## src/rtl/camera64x64_reader.sv

```systemverilog
// Frame reader for a 64x64 8-bit serial camera: trigger burst, wait for frame-ready
// interrupt (with timeout), then clock the frame out over SPI mode 0.
module camera64x64_reader #(
  parameter logic [7:0]  CLKDIV   = 8'h04,
  parameter logic [15:0] NBYTES   = 16'h1000,
  parameter logic [31:0] TMO      = 32'h00075300,
  parameter logic [7:0]  TRIGBITS = 8'h08
) (
  input  logic       CLK,
  input  logic       RST_N,
  input  logic       START,
  input  logic       INT,
  input  logic       LOOKUP,
  input  logic       MISO,
  output logic       SCLK,
  output logic       CS_N,
  output logic [7:0] DATA,
  output logic       VALID,
  output logic       BUSY,
  output logic       DONE,
  output logic       TMO_ERR,
  output logic       LOOKUP_STAT
);

  // state    | meaning
  // IDLE     | waiting for START
  // TRIG     | TRIGBITS SCLK pulses with CS_N high
  // WAIT_INT | waiting for INT rising edge, timeout counter running
  // READ     | CS_N low, NBYTES*8 SCLK pulses, then CS_N release
  // FIN      | one-cycle DONE, LOOKUP captured
  typedef enum logic [2:0] {IDLE, TRIG, WAIT_INT, READ, FIN} state_t;

  state_t      state_q, state_d;
  logic        int_s1_q, int_s1_d, int_s2_q, int_s2_d, int_prev_q, int_prev_d;
  logic        lk_s1_q, lk_s1_d, lk_s2_q, lk_s2_d;
  logic [7:0]  div_q, div_d;
  logic        sclk_q, sclk_d;
  logic        cs_n_q, cs_n_d;
  logic [7:0]  trig_cnt_q, trig_cnt_d;
  logic [31:0] tmo_cnt_q, tmo_cnt_d;
  logic [2:0]  bit_cnt_q, bit_cnt_d;
  logic [15:0] byte_cnt_q, byte_cnt_d;
  logic [7:0]  shift_q, shift_d;
  logic        byte_rdy_q, byte_rdy_d;
  logic        tail_q, tail_d;
  logic [7:0]  data_q, data_d;
  logic        valid_q, valid_d;
  logic        done_q, done_d;
  logic        tmo_err_q, tmo_err_d;
  logic        lookup_stat_q, lookup_stat_d;
  logic        int_rise, div_tc;

  assign int_rise = int_s2_q & ~int_prev_q;
  assign div_tc   = (div_q == 8'd0);

  always_comb begin
    state_d       = state_q;
    int_s1_d      = INT;
    int_s2_d      = int_s1_q;
    int_prev_d    = int_s2_q;
    lk_s1_d       = LOOKUP;
    lk_s2_d       = lk_s1_q;
    div_d         = div_q;
    sclk_d        = sclk_q;
    cs_n_d        = cs_n_q;
    trig_cnt_d    = trig_cnt_q;
    tmo_cnt_d     = tmo_cnt_q;
    bit_cnt_d     = bit_cnt_q;
    byte_cnt_d    = byte_cnt_q;
    shift_d       = shift_q;
    byte_rdy_d    = 1'b0;
    tail_d        = tail_q;
    data_d        = data_q;
    valid_d       = 1'b0;
    done_d        = 1'b0;
    tmo_err_d     = 1'b0;
    lookup_stat_d = lookup_stat_q;

    case (state_q)
      IDLE: begin
        if (START) begin
          div_d  = CLKDIV - 8'd1;
          sclk_d = 1'b0;
          if (TRIGBITS == 8'd0) begin
            state_d   = WAIT_INT;
            tmo_cnt_d = 32'd0;
          end else begin
            state_d    = TRIG;
            trig_cnt_d = TRIGBITS;
          end
        end
      end

      TRIG: begin
        if (div_tc) begin
          div_d  = CLKDIV - 8'd1;
          sclk_d = ~sclk_q;
          // a pulse is counted on its falling edge so SCLK ends low
          if (sclk_q) begin
            trig_cnt_d = trig_cnt_q - 8'd1;
            if (trig_cnt_q == 8'd1) begin
              state_d   = WAIT_INT;
              tmo_cnt_d = 32'd0;
            end
          end
        end else begin
          div_d = div_q - 8'd1;
        end
      end

      WAIT_INT: begin
        if (int_rise) begin
          if (NBYTES == 16'd0) begin
            state_d = FIN;
            done_d  = 1'b1;
          end else begin
            state_d    = READ;
            cs_n_d     = 1'b0;
            div_d      = CLKDIV - 8'd1;
            bit_cnt_d  = 3'd0;
            byte_cnt_d = 16'd0;
            tail_d     = 1'b0;
          end
        end else if (tmo_cnt_q == TMO - 32'd1) begin
          state_d   = IDLE;
          tmo_err_d = 1'b1;
        end else begin
          tmo_cnt_d = tmo_cnt_q + 32'd1;
        end
      end

      READ: begin
        if (byte_rdy_q) begin
          valid_d = 1'b1;
          data_d  = shift_q;
        end
        if (div_tc) begin
          div_d = CLKDIV - 8'd1;
          if (tail_q) begin
            cs_n_d  = 1'b1;
            state_d = FIN;
            done_d  = 1'b1;
          end else if (!sclk_q) begin
            sclk_d    = 1'b1;
            shift_d   = {shift_q[6:0], MISO};
            bit_cnt_d = bit_cnt_q + 3'd1;
            if (bit_cnt_q == 3'd7) begin
              byte_rdy_d = 1'b1;
              byte_cnt_d = byte_cnt_q + 16'd1;
            end
          end else begin
            sclk_d = 1'b0;
            if (byte_cnt_q == NBYTES) tail_d = 1'b1;
          end
        end else begin
          div_d = div_q - 8'd1;
        end
      end

      FIN: begin
        lookup_stat_d = lk_s2_q;
        state_d       = IDLE;
      end

      default: state_d = IDLE;
    endcase
  end

  always_ff @(posedge CLK or negedge RST_N) begin
    if (!RST_N) begin
      state_q       <= IDLE;
      int_s1_q      <= 1'b0;
      int_s2_q      <= 1'b0;
      int_prev_q    <= 1'b0;
      lk_s1_q       <= 1'b0;
      lk_s2_q       <= 1'b0;
      div_q         <= 8'd0;
      sclk_q        <= 1'b0;
      cs_n_q        <= 1'b1;
      trig_cnt_q    <= 8'd0;
      tmo_cnt_q     <= 32'd0;
      bit_cnt_q     <= 3'd0;
      byte_cnt_q    <= 16'd0;
      shift_q       <= 8'd0;
      byte_rdy_q    <= 1'b0;
      tail_q        <= 1'b0;
      data_q        <= 8'd0;
      valid_q       <= 1'b0;
      done_q        <= 1'b0;
      tmo_err_q     <= 1'b0;
      lookup_stat_q <= 1'b0;
    end else begin
      state_q       <= state_d;
      int_s1_q      <= int_s1_d;
      int_s2_q      <= int_s2_d;
      int_prev_q    <= int_prev_d;
      lk_s1_q       <= lk_s1_d;
      lk_s2_q       <= lk_s2_d;
      div_q         <= div_d;
      sclk_q        <= sclk_d;
      cs_n_q        <= cs_n_d;
      trig_cnt_q    <= trig_cnt_d;
      tmo_cnt_q     <= tmo_cnt_d;
      bit_cnt_q     <= bit_cnt_d;
      byte_cnt_q    <= byte_cnt_d;
      shift_q       <= shift_d;
      byte_rdy_q    <= byte_rdy_d;
      tail_q        <= tail_d;
      data_q        <= data_d;
      valid_q       <= valid_d;
      done_q        <= done_d;
      tmo_err_q     <= tmo_err_d;
      lookup_stat_q <= lookup_stat_d;
    end
  end

  assign SCLK        = sclk_q;
  assign CS_N        = cs_n_q;
  assign DATA        = data_q;
  assign VALID       = valid_q;
  assign BUSY        = (state_q != IDLE);
  assign DONE        = done_q;
  assign TMO_ERR     = tmo_err_q;
  assign LOOKUP_STAT = lookup_stat_q;

endmodule

```

## config.mk

```make
export PLATFORM = sky130hd
export DESIGN_NAME = camera64x64_reader
export DESIGN_NICKNAME = d
export VERILOG_FILES = /design/src/rtl/camera64x64_reader.sv
export SDC_FILE = /design/constraint.sdc
export NUM_CORES = 1
export LEC_CHECK = 0
export ABC_AREA = 1
export CORE_AREA = 4 4 125 127
export DETAILED_ROUTE_END_ITERATION = 16
export DIE_AREA = 0 0 129 131
export DONT_BUFFER_PORTS = 1
export SETUP_SLACK_MARGIN = 0.5
export SLEW_MARGIN = 30
export SYNTH_ARGS = -nofsm -noshare
export SYNTH_HDL_FRONTEND = slang
export SYNTH_SLANG_ARGS = --single-unit
```

## constraint.sdc

```tcl
create_clock -name CLK -period 1.65 [get_ports CLK]
set_input_delay 0.495 -clock CLK [delete_from_list [all_inputs] [get_ports CLK]]
set_output_delay 0.495 -clock CLK [all_outputs]
set_load 0.02 [all_outputs]
```

==> results of run 1 <==
per-layer routing:
metal,GRT usage [%],up-vias,part of all wire (%)
li1,-,2794,-
met2,32.3,93,51
met4,5.31,0,2.3
met3,4.59,30,3.6
met1,24.1,2634,43
met5,0,-,0
what timing repair did:
action	CTS	global route
pin swaps	43	56
gates cloned	5	2
setup buffers	25	11
gates resized for setup	143	142
endpoints found under the hold margin	99	99
setup endpoints to repair	109	109
placed cells by master (no fill, tap or decap), drive strengths merged:
cell and instances:
clkinv 4, nor2 99, o21bai 1, ha 9
o22ai 1, xnor2 5, nand4 20, nand3b 2
nand2 262, o32ai 1, a22oi 1, nor3 16
nor3b 1, inv 98, nand3 73, mux2 2
clkbuf 11, o31ai 2, dfrtp 98, nor4 1
and2 1, or2 4, a21oi 2, buf 128
xor2 25, o21ai 59, dfstp 1
cells by family after synthesis:
group	synth area share, %
AND/OR/NAND/NOR	36.0
buffers and inverters	7.53
flip-flops	43.3
AO/OA/AOI/OAI	6.19
XOR/XNOR	4.59
adder cells (fa/ha/maj)	1.97
multiplexers	0.394
cell usage after synthesis (3+ instances only):
library cell and instances:
sky130_fd_sc_hd__dfrtp_1 98, sky130_fd_sc_hd__buf_6 3, sky130_fd_sc_hd__nand4_1 20, sky130_fd_sc_hd__inv_2 9, sky130_fd_sc_hd__o21ai_1 21, sky130_fd_sc_hd__xor2_1 25, sky130_fd_sc_hd__nor3_1 15, sky130_fd_sc_hd__xnor2_1 5
sky130_fd_sc_hd__ha_1 9, sky130_fd_sc_hd__nand2_4 3, sky130_fd_sc_hd__inv_1 85, sky130_fd_sc_hd__nand3_1 71, sky130_fd_sc_hd__or2_2 3, sky130_fd_sc_hd__nand2_1 250, sky130_fd_sc_hd__nand2_2 6, sky130_fd_sc_hd__o21ai_0 38
sky130_fd_sc_hd__nor2_2 3, sky130_fd_sc_hd__buf_2 5, sky130_fd_sc_hd__nor2_1 94
flip-flops by register name (all words and copies together), names as in the netlist:
signal       flops
CS_N             1
SCLK             1
tail_q           1
trig_cnt_q       8
byte_rdy_q       1
LOOKUP_STAT      1
lk_s1_q          1
TMO_ERR          1
VALID            1
int_prev_d       1
lk_s2_q          1
int_s1_q         1
tmo_cnt_q       32
byte_cnt_q      16
bit_cnt_q        3
DONE             1
shift_q          8
DATA             8
state_q          3
div_q            8
int_prev_q       1
power by group through the flow:
stage | clock [uW] | sequential [uW] | combinational [uW]
after global routing | 2320 | 3010 | 6430
final | 2150 | 2970 | 6050
after global placement | 0 | 3000 | 3510
after detailed placement | 0 | 3010 | 3550
after CTS | 2220 | 2960 | 5110
after floorplan | 0 | 3010 | 2320
final cells by class:
| type | count | area share (%) |
|---|---|---|
| inverters | 94 | 4.79 |
| flip-flops and latches | 99 | 29.9 |
| well taps | 184 | 2.75 |
| multi-input cells | 587 | 44.4 |
| repair buffers | 130 | 14.4 |
| clock inverters | 7 | 0.943 |
| clock buffers | 9 | 2.69 |
| repair inverters | 1 | 0.105 |
final timing paths:
path	startpoint	end	slack [ns]	depth (start not counted)
worst max-delay path	state_q[1]$_DFFE_PN0P_	BUSY	-0.03	3
worst min-delay path	RST_N	tail_q$_DFFE_PN0P_	-0.17	0
worst max register to register	div_q[0]$_DFFE_PN0P_	byte_cnt_q[13]$_DFFE_PN0P_	-0.02	11
worst min register to register	int_s1_q$_DFF_PN0_	int_prev_d$_DFF_PN0_	0.35	0
max in group asynchronous	RST_N	TMO_ERR$_DFF_PN0_	1.61	0
min in group CLK	LOOKUP	lk_s1_q$_DFF_PN0_	0.15	0
metrics by stage:
| stage | setup TNS (ns) | std cells |
|---|---|---|
| after floorplan | 0 | 789 |
| after global placement | -0.700 | 1052 |
| after detailed placement | -1.79 | 1052 |
| after CTS | -0.0117 | 1098 |
| after global routing | -2.50 | 1111 |
| final | -0.154 | 1111 |
==> flow_metrics.py, run 1 <==
metrics = {
    "die": {
        "die_w_um": 129,
        "dieHeight_um": 131,
        "initial_utilization_pct": 39.7,
        "io_pins": 21,
        "floorplan.rows": 44,
        "fp.coreArea_mm2": 0.0144,
        "fp.dieArea_mm2": 0.0169,
    },
    "final_layout": {
        "fillers": 1250,
        "final_net_count": 937,
        "regArea_mm2": 0.00250,
        "synthToLayoutAreaGrowth_pct": 46.2,
        "stdcell_area_mm2": 0.00836,
        "antenna_cells": 0,
        "multi_input_comb_area_mm2": 0.00371,
        "drive_above_1_share_pct": 39.2,
        "post-route-util_pct": 58.0,
    },
    "global_route": {
        "globalRoute.totalOverflow": 0,
        "antenna_violations_before_repair": 0,
        "pin_count_of_the_biggest_net_entering_global_routing": 100,
        "first_pass_grt_wire_length_um": 25600,
        "first_global_vias": 5337,
        "groute.usage.overall_pct": 19.0,
    },
    "synth": {
        "synthArstFlopShare_pct": 100,
        "dominantRegCellSynth": "sky130_fd_sc_hd__dfrtp_1",
        "synth.lib_cells_used.distinct": 41,
        "synth_top_area_share_pct": 42.9,
        "synth.area.top_cells": "sky130_fd_sc_hd__dfrtp_1 (43%), sky130_fd_sc_hd__nand2_1 (16%), sky130_fd_sc_hd__nand3_1 (6.2%)",
        "number_of_synthesized_flops_with_an_enable_pin": 0,
        "seq_area_frac_synth_pct": 43.3,
        "syn_area_per_cell_um2": 7.25,
        "post-synth-top-area-cell": "sky130_fd_sc_hd__dfrtp_1",
        "synthesis.nets": 804,
        "postSynthCellCount": 789,
        "number_of_warnings_printed_during_yosys_synthesis": 0,
        "post_synth_instance_area_mm2": 0.00572,
        "synth_seq_cells": 99,
    },
    "worst_setup_path": {
        "slowest_stage": "sky130_fd_sc_hd__dfrtp_2",
        "setup.worst_path.start_class": "register",
        "path_max_fanout": 3,
        "worst-endpoint-arrival_ns": 1.19,
        "timing.critical_path.slowest_cell_delay_ns": 0.44,
        "critPathTopFamily": "flip-flops",
        "critPathKind": "register to output pin",
        "path_cells": "nor2_4 -> buf_6 -> nand2_4",
        "critPathRequiredTime_ns": 1.15,
        "worstPathBufferInverterCount": 1,
        "kind_of_end_point_of_the_critical_path": "output pin",
    },
    "routing": {
        "detail_route.iter0.violations": 330,
        "totalWireLength_um": 16100,
        "routedWlPerCell_um": 14.5,
        "drt-pass1-iter-count": 5,
        "drtAntennaViolNets": 0,
        "drc": 0,
        "post_drt_via_cell_ratio": 5.00,
        "vias": 5551,
    },
    "outcome": {
        "violated_checks": "negative hold slack, negative setup slack",
        "result_of_the_run": "complete, but fails checks",
    },
    "timing": {
        "finalClockSkew_ns": 0.0168,
        "period_needed_ns": 1.68,
        "fmaxAchievable_mhz": 595,
        "final-hold-violation-count": 98,
        "timing_worst_slew_pin_value_ns": 0.467,
        "finalSetupViolCount": 11,
        "rsz0062_at_grt": "yes",
        "max-slew-margin-rel_pct": 68.6,
        "post-route-worst-setup-slack_ns": -0.0319,
        "hold_ws_ns": -0.166,
        "finalMaxSlewViolations": 0,
        "final.period_utilization_pct": 102,
    },
    "power_and_ir_drop": {
        "share_clk_of_total_power_pct": 19.3,
        "power.net_switching_uw": 4820,
        "p_int_uw": 6350,
        "seq_power_share_pct": 26.6,
        "p_total_uw": 11200,
        "power_leakage_uw": 0.00373,
        "vdd_ir_drop_max_v": 0.000668,
        "comb_power_share_pct": 54.1,
        "power.density_mw_per_mm2": 1340,
        "power.share.switching_pct": 43.2,
    },
    "clock_network": {
        "clock_latency_ns": 0.37,
        "tritoncts": "yes",
        "ctsHtreeMaxLevel": 3,
        "cts-root-buf": "sky130_fd_sc_hd__clkbuf_16",
        "ctsLongestPathBuffers": 2,
        "clock_net_sink_count": 99,
        "path_clk_slew_ns": 0.07,
        "numCtsBuffers": 9,
    },
    "place": {
        "number_of_buffers_inserted_by_port_buffering": 0,
        "detailed_place.area_mm2": 0.00672,
        "detailed_place_hpwl_um": 9910,
        "place_ws_ns": -0.0779,
        "gp_routability_congestion": 0.871,
    },
    "run": {
        "max_cap_viol_count": 0,
    },
    "worst_hold_path": {
        "hold_path.class": "primary input to asynchronous set/reset pin",
    },
}
No activity file was read; power rests on OpenSTA's default activity.
==> run 2: changes to the inputs <==
CTS_CLUSTER_DIAMETER = 30   (was unset)
==> results of run 2 <==
No change in the layout: final DEF, timing and power equal those of run 1.
